**src/rtl/imem_port_arbiter.sv**
```systemverilog
// Instruction-memory port arbiter: boot-phase loader ownership, then loader/fetch sharing with a fetch starvation guard.
// Optional IMEM_WRITE_COUNT_EN adds a saturating loader-write counter output ld_wr_count.
module imem_port_arbiter #(
  parameter int unsigned ADDR_W       = 32,
  parameter int unsigned DATA_W       = 32,
  parameter int unsigned MAX_LD_BURST = 4
) (
  input  logic              clk,
  input  logic              reset,
  input  logic              fetch_req,
  input  logic [ADDR_W-1:0] fetch_addr,
  output logic              fetch_stall,
  output logic              fetch_valid,
  output logic [DATA_W-1:0] fetch_inst,
  input  logic              ld_req,
  input  logic [ADDR_W-1:0] ld_addr,
  input  logic [DATA_W-1:0] ld_data,
  output logic              ld_gnt,
  input  logic              ld_done,
  output logic              core_hold,
  output logic              mem_en,
  output logic              mem_we,
  output logic [ADDR_W-1:0] mem_addr,
  output logic [DATA_W-1:0] mem_wdata,
  input  logic [DATA_W-1:0] mem_rdata
`ifdef IMEM_WRITE_COUNT_EN
  ,
  output logic [15:0]       ld_wr_count
`endif
);

  localparam int unsigned CNT_W = 4;

  typedef enum logic {BOOT, RUN} state_t;

  state_t             state_q;
  logic               core_hold_q;
  logic [CNT_W-1:0]   burst_q, burst_d;
  logic               fetch_valid_q;
  logic [DATA_W-1:0]  inst_q;
  logic [ADDR_W-1:0]  addr_q;
  logic [DATA_W-1:0]  wdata_q;
  logic               fetch_gnt;
  logic               burst_max;

  // Grant selection and burst counter next-state
  always_comb begin
    fetch_gnt   = 1'b0;
    ld_gnt      = 1'b0;
    fetch_stall = 1'b1;
    burst_d     = '0;
    burst_max   = (burst_q == CNT_W'(MAX_LD_BURST));
    case (state_q)
      BOOT: begin
        ld_gnt = ld_req;
      end
      RUN: begin
        fetch_gnt   = fetch_req & (~ld_req | burst_max);
        ld_gnt      = ld_req & ~fetch_gnt;
        fetch_stall = fetch_req & ~fetch_gnt;
        if (!fetch_req || fetch_gnt) begin
          burst_d = '0;
        end else if (ld_gnt && !burst_max) begin
          burst_d = burst_q + CNT_W'(1);
        end else begin
          burst_d = burst_q;
        end
      end
      default: ;
    endcase
  end

  // Memory port drive; address and write data hold when the port is idle
  always_comb begin
    mem_en    = ld_gnt | fetch_gnt;
    mem_we    = ld_gnt;
    mem_addr  = addr_q;
    mem_wdata = wdata_q;
    if (ld_gnt) begin
      mem_addr  = ld_addr;
      mem_wdata = ld_data;
    end else if (fetch_gnt) begin
      mem_addr = fetch_addr;
    end
  end

  always_ff @(posedge clk or posedge reset) begin
    if (reset) begin
      state_q       <= BOOT;
      core_hold_q   <= 1'b1;
      burst_q       <= '0;
      fetch_valid_q <= 1'b0;
      inst_q        <= '0;
      addr_q        <= '0;
      wdata_q       <= '0;
    end else begin
      case (state_q)
        BOOT: begin
          if (ld_done) begin
            state_q     <= RUN;
            core_hold_q <= 1'b0;
          end
        end
        RUN: ;
        default: begin
          state_q     <= BOOT;
          core_hold_q <= 1'b1;
        end
      endcase
      burst_q       <= burst_d;
      fetch_valid_q <= fetch_gnt;
      if (fetch_valid_q) inst_q  <= mem_rdata;
      if (mem_en)        addr_q  <= mem_addr;
      if (ld_gnt)        wdata_q <= ld_data;
    end
  end

  // Read data arrives the cycle after the fetch grant; hold it afterwards
  assign fetch_inst  = fetch_valid_q ? mem_rdata : inst_q;
  assign fetch_valid = fetch_valid_q;
  assign core_hold   = core_hold_q;

`ifdef IMEM_WRITE_COUNT_EN
  logic [15:0] wr_cnt_q;

  always_ff @(posedge clk or posedge reset) begin
    if (reset) begin
      wr_cnt_q <= '0;
    end else if (ld_gnt && (wr_cnt_q != 16'hFFFF)) begin
      wr_cnt_q <= wr_cnt_q + 16'd1;
    end
  end

  assign ld_wr_count = wr_cnt_q;
`endif

endmodule

```
**config.mk**
```make
export PLATFORM = sky130hd
export DESIGN_NAME = imem_port_arbiter
export DESIGN_NICKNAME = d
export VERILOG_FILES = /design/src/rtl/imem_port_arbiter.sv
export SDC_FILE = /design/constraint.sdc
export NUM_CORES = 1
export LEC_CHECK = 0
export ABC_CLOCK_PERIOD_IN_PS = 4870
export CAP_MARGIN = 25
export CORE_ASPECT_RATIO = 1.2
export CORE_MARGIN = 5
export CORE_UTILIZATION = 41
export DETAILED_ROUTE_END_ITERATION = 16
export GPL_ROUTABILITY_DRIVEN = 0
export PLACE_DENSITY = 0.81
export SETUP_SLACK_MARGIN = 0.3
export SLEW_MARGIN = 25
export SYNTH_ARGS = -nofsm -noshare
export SYNTH_HDL_FRONTEND = slang
export SYNTH_SLANG_ARGS = --single-unit
```
**constraint.sdc**
```tcl
create_clock -name clk -period 4.87 [get_ports clk]
set_clock_uncertainty 0.2 [all_clocks]
set_input_delay 0.974 -clock clk [delete_from_list [all_inputs] [get_ports clk]]
set_output_delay 0.974 -clock clk [all_outputs]
set_load 0.03 [all_outputs]
```
==> results of run 1 <==
-- logic make-up after synthesis --
| family | Yosys count | share of synthesized area, % |
|---|---|---|
| and+or+nand+nor | 45 | 5.47 |
| muxes | 64 | 14.7 |
| buffers and inverters | 42 | 5.29 |
| DFF | 103 | 52.6 |
| adders and majority gates | 2 | 0.511 |
| AOI/OAI and AO/OA | 99 | 21.0 |
| xor gates and xnor gates | 2 | 0.358 |
-- power by group --
group	internal (W)	switching, W	leakage, nW	total, W
Combinational	0.000370	0.000383	1.80	0.000753
Clock	0.000462	0.000303	0.149	0.000765
Sequential	0.000948	0.0000280	1.20	0.000976
Total	0.00178	0.000714	3.15	0.00249
-- layer usage --
| layer | GRT usage (%) | up-vias | share of wire, % |
|---|---|---|---|
| met1 | 22.9 | 2047 | 38 |
| met3 | 6.14 | 20 | 8.7 |
| met5 | 0 | - | 0 |
| met4 | 7.41 | 0 | 1.8 |
| li1 | - | 1838 | - |
| met2 | 34.0 | 169 | 51 |
-- worst max-delay path, cell delays in order --
cell             delay (ns)
clkdlybuf4s50_1        0.51
nand2_2                0.18
o21ai_4                0.21
buf_12                 0.26
mux2_2                 0.39
clkdlybuf4s50_1        0.60
-- worst min-delay path by stage --
stage	startpoint	end	slack, ns	cells after the start
floorplan	burst_q[0]	burst_q[0]	0.25	1
global placement	burst_q[0]	burst_q[0]	0.27	1
detailed placement	burst_q[0]	burst_q[0]	0.28	1
CTS	burst_q[0]	burst_q[0]	0.29	1
global route	burst_q[0]	burst_q[0]	0.31	1
finish	burst_q[0]	burst_q[0]	0.29	1
-- layout make-up --
type,instances,area [µm²]
Multi-Input combinational cell,212,2060
Clock inverter,3,67.6
Sequential cell,103,2580
Inverter,6,25.0
Clock buffer,12,246
Timing Repair Buffer,244,2380
Tap cell,157,196
Fill cell,911,4070
-- layout by cell type (no fill, tap or decap), types with 4 or more instances in the layout --
| cell type | n |
|---|---|
| o221a_1 | 60 |
| a211o_1 | 32 |
| o221a_2 | 4 |
| inv_1 | 5 |
| clkdlybuf4s50_1 | 200 |
| mux2_2 | 64 |
| nor2_1 | 4 |
| clkbuf_16 | 9 |
| and3_1 | 32 |
| dfrtp_1 | 102 |
| buf_4 | 41 |
-- metrics by stage --
stage	hold slack [ns]	setup WS, ns	cell area, µm²	cells
global route	0.310	0.439	7550	737
floorplan	0.253	0.994	4900	357
CTS	0.292	0.527	7550	737
global placement	0.272	0.548	7210	721
finish	0.289	0.548	7550	737
detailed placement	0.283	0.541	7240	722
-- flip-flops by register name, indices dropped and copies added, names as in the netlist --
signal / cells
burst_q: 4
core_hold: 1
addr_q: 32
state_q: 1
wdata_q: 32
inst_q: 32
fetch_valid: 1
==> results by group, run 1 <==
Final layout
  • Fin nets: 711
  • Synth-to-Final Area Change: 54.2%
  • Layout cell share with drive strength beyond 1: 22.6%
  • Final Util: approximately two thirds
  • Inserted Diodes: 0

Global routing
  • Vias in the first global route: 4,439
  • Total congestion overflow: 0
  • Global-route wire length before repair: 22.2 mm
  • GR Util All Layers: 19.7%
  • Antenna violations before repair: 0
  • Largest net degree at the start of global routing: between 60 and 70

Clock tree
  • Clock slew at reported path FFs: 0.07 ns
  • CTS Buf Count: 9
  • Worst-case clock buffer depth: 2
  • CTS root buffer: clkbuf_16
  • Worst skew pair latency: between 0.3 and 0.4 ns
  • Post-CTS Resized: 0
  • Clock sinks: 103
  • Post-CTS Setup Inserts: 0
  • CTS tree: done
  • H-tree depth: 3
  • # hold bufs at CTS: 0

Worst setup path
  • Crit path capture type: output pin
  • Startpoint types: input pin
  • RR Endpoint: addr_q[20]
  • Reg2Reg Launch Point: burst_q[0]
  • Critical Path RT: between 3 and 4 ns
  • Critical-path maximum fanout: between 40 and 50
  • Reg2reg path depth: 6
  • Crit path to: mem_wdata[28]
  • FF-to-FF setup slack: approximately 2.6 ns
  • Crit Path Category: input pin to output pin
  • Worst EP arrival: 3.15 ns
  • CP Launch Point: fetch_req

Floorplanning
  • Die area: 14,200 µm²
  • FP Rows: 43
  • CORE AREA: 11,600 µm²
  • Die Width: 110 µm
  • Initial Util: 42.2%
  • I/O pin cnt: 235
  • Die Ht: between 100 and 150 µm

STA
  • Rel. slew slack: 41.3%
  • Period utilization: 88.7%
  • Minimum clock period: 4.32 ns
  • Setup TNS: 0 ns
  • RSZ-0062 raised after global routing: false
  • Worst slew pin tran: 0.880 ns
  • F_max: approximately 230 MHz
  • Hold Vio Cnt, Final: 0
  • Pins Over Slew Limit: 0
  • Setup Viol. Count Final: 0

Placed design
  • # port buffers: 234
  • Dpl hpwl: 10.4 mm

Route
  • Drt pass-1 iters: 4
  • Drt via density: 5.53
  • Via count: 4,074
  • Iteration-0 DRC Markers: 139
  • DRC viols: 0
  • Wirelength per Cell: 19.3 µm
  • Post-Route WL: 14.2 mm
  • Antenna viol nets, final: 0

Job
  • Count of max-cap constraint violations: 0

Synth
  • Cells after Synth: 357
  • Syn Std Cell Area: between 4000 and 5000 µm²
  • Top-count cell post-synth: dfrtp_1
  • Area share of the largest cell type after synthesis: 52.1%
  • Syn Area/Cell: between 10 and 15 µm²
  • List of most frequent post-synthesis cells: dfrtp_1 (102), mux2_2 (64), o221a_1 (60), a211o_1 (32), and3_1 (32)
  • EDFF count, synth: 0
  • Synthesis warning total: 0
  • Post-synth cell types: 28
  • Ys flop type: dfrtp_1
  • Dominant cells by area after synthesis: dfrtp_1 (52%), mux2_2 (15%), o221a_1 (14%)
  • Yosys reg bits: 103
  • Sequential area share after synthesis: roughly 53%
  • Async set-or-reset flop fraction in the synthesized netlist: 100%
  • Syn Nets: 492
  • Yosys top cell by area: dfrtp_1

Run status
  • Status: complete, no violations

Hold path
  • Min-delay worst type: flop to flop

Pwr
  • Pwr dens: around 330 nW/µm²
  • Maximum VDD drop: 173 µV
  • Leakage dissipation: between 3 and 4 nW
  • Pwr Total: 0.00249 W
(Power assumes the default switching activity.)
==> run 2: changes to the inputs <==
--- a/config.mk
+++ b/config.mk
@@ -7,12 +7,14 @@
 export LEC_CHECK = 0
 export ABC_CLOCK_PERIOD_IN_PS = 4870
 export CAP_MARGIN = 25
+export CELL_PAD_IN_SITES_DETAIL_PLACEMENT = 0
+export CELL_PAD_IN_SITES_GLOBAL_PLACEMENT = 2
 export CORE_ASPECT_RATIO = 1.2
 export CORE_MARGIN = 5
-export CORE_UTILIZATION = 41
+export CORE_UTILIZATION = 25
 export DETAILED_ROUTE_END_ITERATION = 16
 export GPL_ROUTABILITY_DRIVEN = 0
-export PLACE_DENSITY = 0.81
+export PLACE_DENSITY_LB_ADDON = 0.1
 export SETUP_SLACK_MARGIN = 0.3
 export SLEW_MARGIN = 25
 export SYNTH_ARGS = -nofsm -noshare
==> run 2 against run 1 <==
  * Combinational power up 1%
  * Highest routed layer unchanged
  * Cell area up 2.2%
  * Flip-flop and latch count unchanged
  * Critical path type unchanged
==> results by group, run 2 (synthesis results as in run 1) <==
Run status
  • Status: complete, no violations (unchanged)

Route
  • Drt pass-1 iters: 4 (unchanged)
  • Via count: 4,010 (was 4,074)
  • DRC viols: 0 (unchanged)
  • Drt via density: 4.74 (was 5.53)
  • Antenna viol nets, final: 0 (unchanged)
  • Post-Route WL: 16.1 mm (was 14.2 mm)
  • Wirelength per Cell: 19.0 µm (was 19.3 µm)
  • Iteration-0 DRC Markers: 131 (was 139)

Worst setup path
  • Startpoint types: input pin (unchanged)
  • Critical Path RT: 3.70 ns (about the same)
  • Reg2Reg Launch Point: burst_q[0] (unchanged)
  • CP Launch Point: fetch_req (unchanged)
  • Slowest CP cell: buf_4 (was clkdlybuf4s50_1)
  • Crit path capture type: output pin (unchanged)
  • Crit-path most repeated cell: buf_4 (was clkdlybuf4s50_1)
  • RR Endpoint: addr_q[13] (was addr_q[20])
  • CP peak stage delay: 0.51 ns (was 0.60 ns)
  • Worst EP arrival: 3.22 ns (was 3.15 ns)
  • Worst path cell trace: clkdlybuf4s50_1, nand2_2, buf_4, or2_2, buf_4, o221a_1, buf_4 (was clkdlybuf4s50_1, nand2_2, o21ai_4, buf_12, mux2_2, clkdlybuf4s50_1)
  • Critical-path maximum fanout: 48 (was 46)
  • Reg2reg path depth: 6 (unchanged)
  • Crit Path Category: input pin to output pin (unchanged)
  • FF-to-FF setup slack: 2.50 ns (was 2.60 ns)

Final layout
  • Fill count: 1,908 (was 911)
  • Area of the multi-input gates: 2060 µm² (about the same)
  • Register area: 2580 µm² (unchanged)
  • Top Registers: addr_q: 32 flops, inst_q: 32 flops, wdata_q: 32 flops (unchanged)
  • Layout cell share with drive strength beyond 1: 23.1% (was 22.6%)
  • Commonest cells after routing, fill and taps aside: clkdlybuf4s50_1 (202), dfrtp_1 (102), mux2_2 (64) (was clkdlybuf4s50_1 (200), dfrtp_1 (102), mux2_2 (64))
  • Synth-to-Final Area Change: 57.7% (was 54.2%)
  • Non-filler instance count after layout: 846 (was 737)
  • Commonest non-fill, non-tap cell in the layout: clkdlybuf4s50_1 (unchanged)
  • Fin nets: 714 (was 711)

Clock tree
  • Post-CTS Resized: 0 (unchanged)
  • H-tree depth: 3 (unchanged)
  • CTS Buf Count: 9 (unchanged)
  • Post-CTS Setup Inserts: 0 (unchanged)
  • CTS tree: done (unchanged)
  • CTS root buffer: clkbuf_16 (unchanged)
  • Clock slew at reported path FFs: 0.07 ns (about the same)
  • Clock sinks: 103 (unchanged)
  • # hold bufs at CTS: 0 (unchanged)
  • Worst-case clock buffer depth: 2 (unchanged)
  • Worst skew pair latency: 0.35 ns (was 0.33 ns)

STA
  • Worst slew pin tran: 0.551 ns (was 0.880 ns)
  • Pins Over Slew Limit: 0 (unchanged)
  • Period utilization: 90.3% (was 88.7%)
  • RSZ-0062 raised after global routing: false (unchanged)
  • Setup Viol. Count Final: 0 (unchanged)
  • Hold Vio Cnt, Final: 0 (unchanged)
  • Setup TNS: 0 ns (unchanged)
  • F_max: 227 MHz (was 231 MHz)
  • Minimum clock period: 4.40 ns (was 4.32 ns)
  • Rel. slew slack: 63.3% (was 41.3%)

Global routing
  • Total congestion overflow: 0 (unchanged)
  • Met3 Use GR: 3.97% (was 6.14%)
  • Global-route wire length before repair: 24.9 mm (was 22.2 mm)
  • GRT busiest layer: met2 (unchanged)
  • Met2 usage: 24.9% (was 34.0%)
  • Largest net degree at the start of global routing: 50 (was 61)
  • M1 GR Usage: 16.7% (was 22.9%)
  • Antenna violations before repair: 1 (was 0)
  • Vias in the first global route: 4,464 (was 4,439)
  • GR Util All Layers: 14.3% (was 19.7%)

Pwr
  • Leakage dissipation: 3.17 nW (was 3.15 nW)
  • Pwr dens: 329 nW/µm² (was 330 nW/µm²)
  • Maximum VDD drop: 146 µV (was 173 µV)

Floorplanning
  • CORE AREA: 19,400 µm² (was 11,600 µm²)
  • Die Width: 138 µm (was 110 µm)
  • Initial Util: 25.2% (was 42.2%)
  • Die area: 22,500 µm² (was 14,200 µm²)
  • I/O pin cnt: 235 (unchanged)
  • Die Ht: 163 µm (was 130 µm)
  • FP Rows: 56 (was 43)

Placed design
  • Post-Place Cells: 829 (was 722)
  • # port buffers: 234 (unchanged)
  • Dpl hpwl: 11.7 mm (was 10.4 mm)

Hold path
  • Hold Crit Start: burst_q[0] (unchanged)
  • Worst hold stages: 1 (unchanged)
  • Hold endpoint: burst_q[0] (unchanged)
  • Min-delay worst type: flop to flop (unchanged)

Job
  • Count of max-cap constraint violations: 0 (unchanged)
-- run 2: area by class of cell --
class	count	share of cell area, %
Sequential cell	103	33.4
Timing Repair Buffer	247	31.1
Multi-Input combinational cell	212	26.7
Tap cell	261	4.23
Clock buffer	9	2.92
Clock inverter	7	1.33
Inverter	6	0.324
Antenna cell	1	0.0324
-- run 2: metal layers --
metal / part of all wire, % / up-vias
li1: - / 1851
met1: 39 / 2008
met2: 52 / 136
met3: 7.3 / 15
met4: 1.4 / 0
met5: 0 / -
-- run 2: worst max-delay path, delay by kind of cell --
kind,cells,cell delay [ns]
buf+inv,4,1.39
simple gates,2,0.49
compound gates,1,0.30
-- run 2: stage by stage --
step,setup slack [ns],power [W],hold slack (ns),area (µm²),util (%)
2_1_floorplan,0.994,0.00140,0.253,4900,-
3_3_place_gp,0.440,0.00175,0.269,7370,38.0
3_5_place_dp,0.442,0.00176,0.274,7390,38.1
4_1_cts,0.435,0.00259,0.292,7720,39.8
5_1_grt,0.322,0.00266,0.300,7720,39.8
6_report,0.471,0.00254,0.292,7720,39.8
-- run 2: worst max-delay path by stage --
| stage | to | slack, ns | cells after the start |
|---|---|---|---|
| final | mem_addr[11] | 0.47 | 7 |
| after global routing | mem_addr[11] | 0.32 | 7 |
| after CTS | mem_wdata[20] | 0.43 | 6 |
| after detailed placement | mem_addr[30] | 0.44 | 7 |
| after global placement | mem_wdata[20] | 0.44 | 6 |
| after floorplan | addr_q[0] | 0.99 | 1 |
-- run 2: report_power, final --
part	leakage (nW)	switching, W	total, W	internal (W)
Sequential	1.20	0.0000230	0.000970	0.000947
Combinational	1.81	0.000391	0.000763	0.000372
Clock	0.162	0.000348	0.000806	0.000458
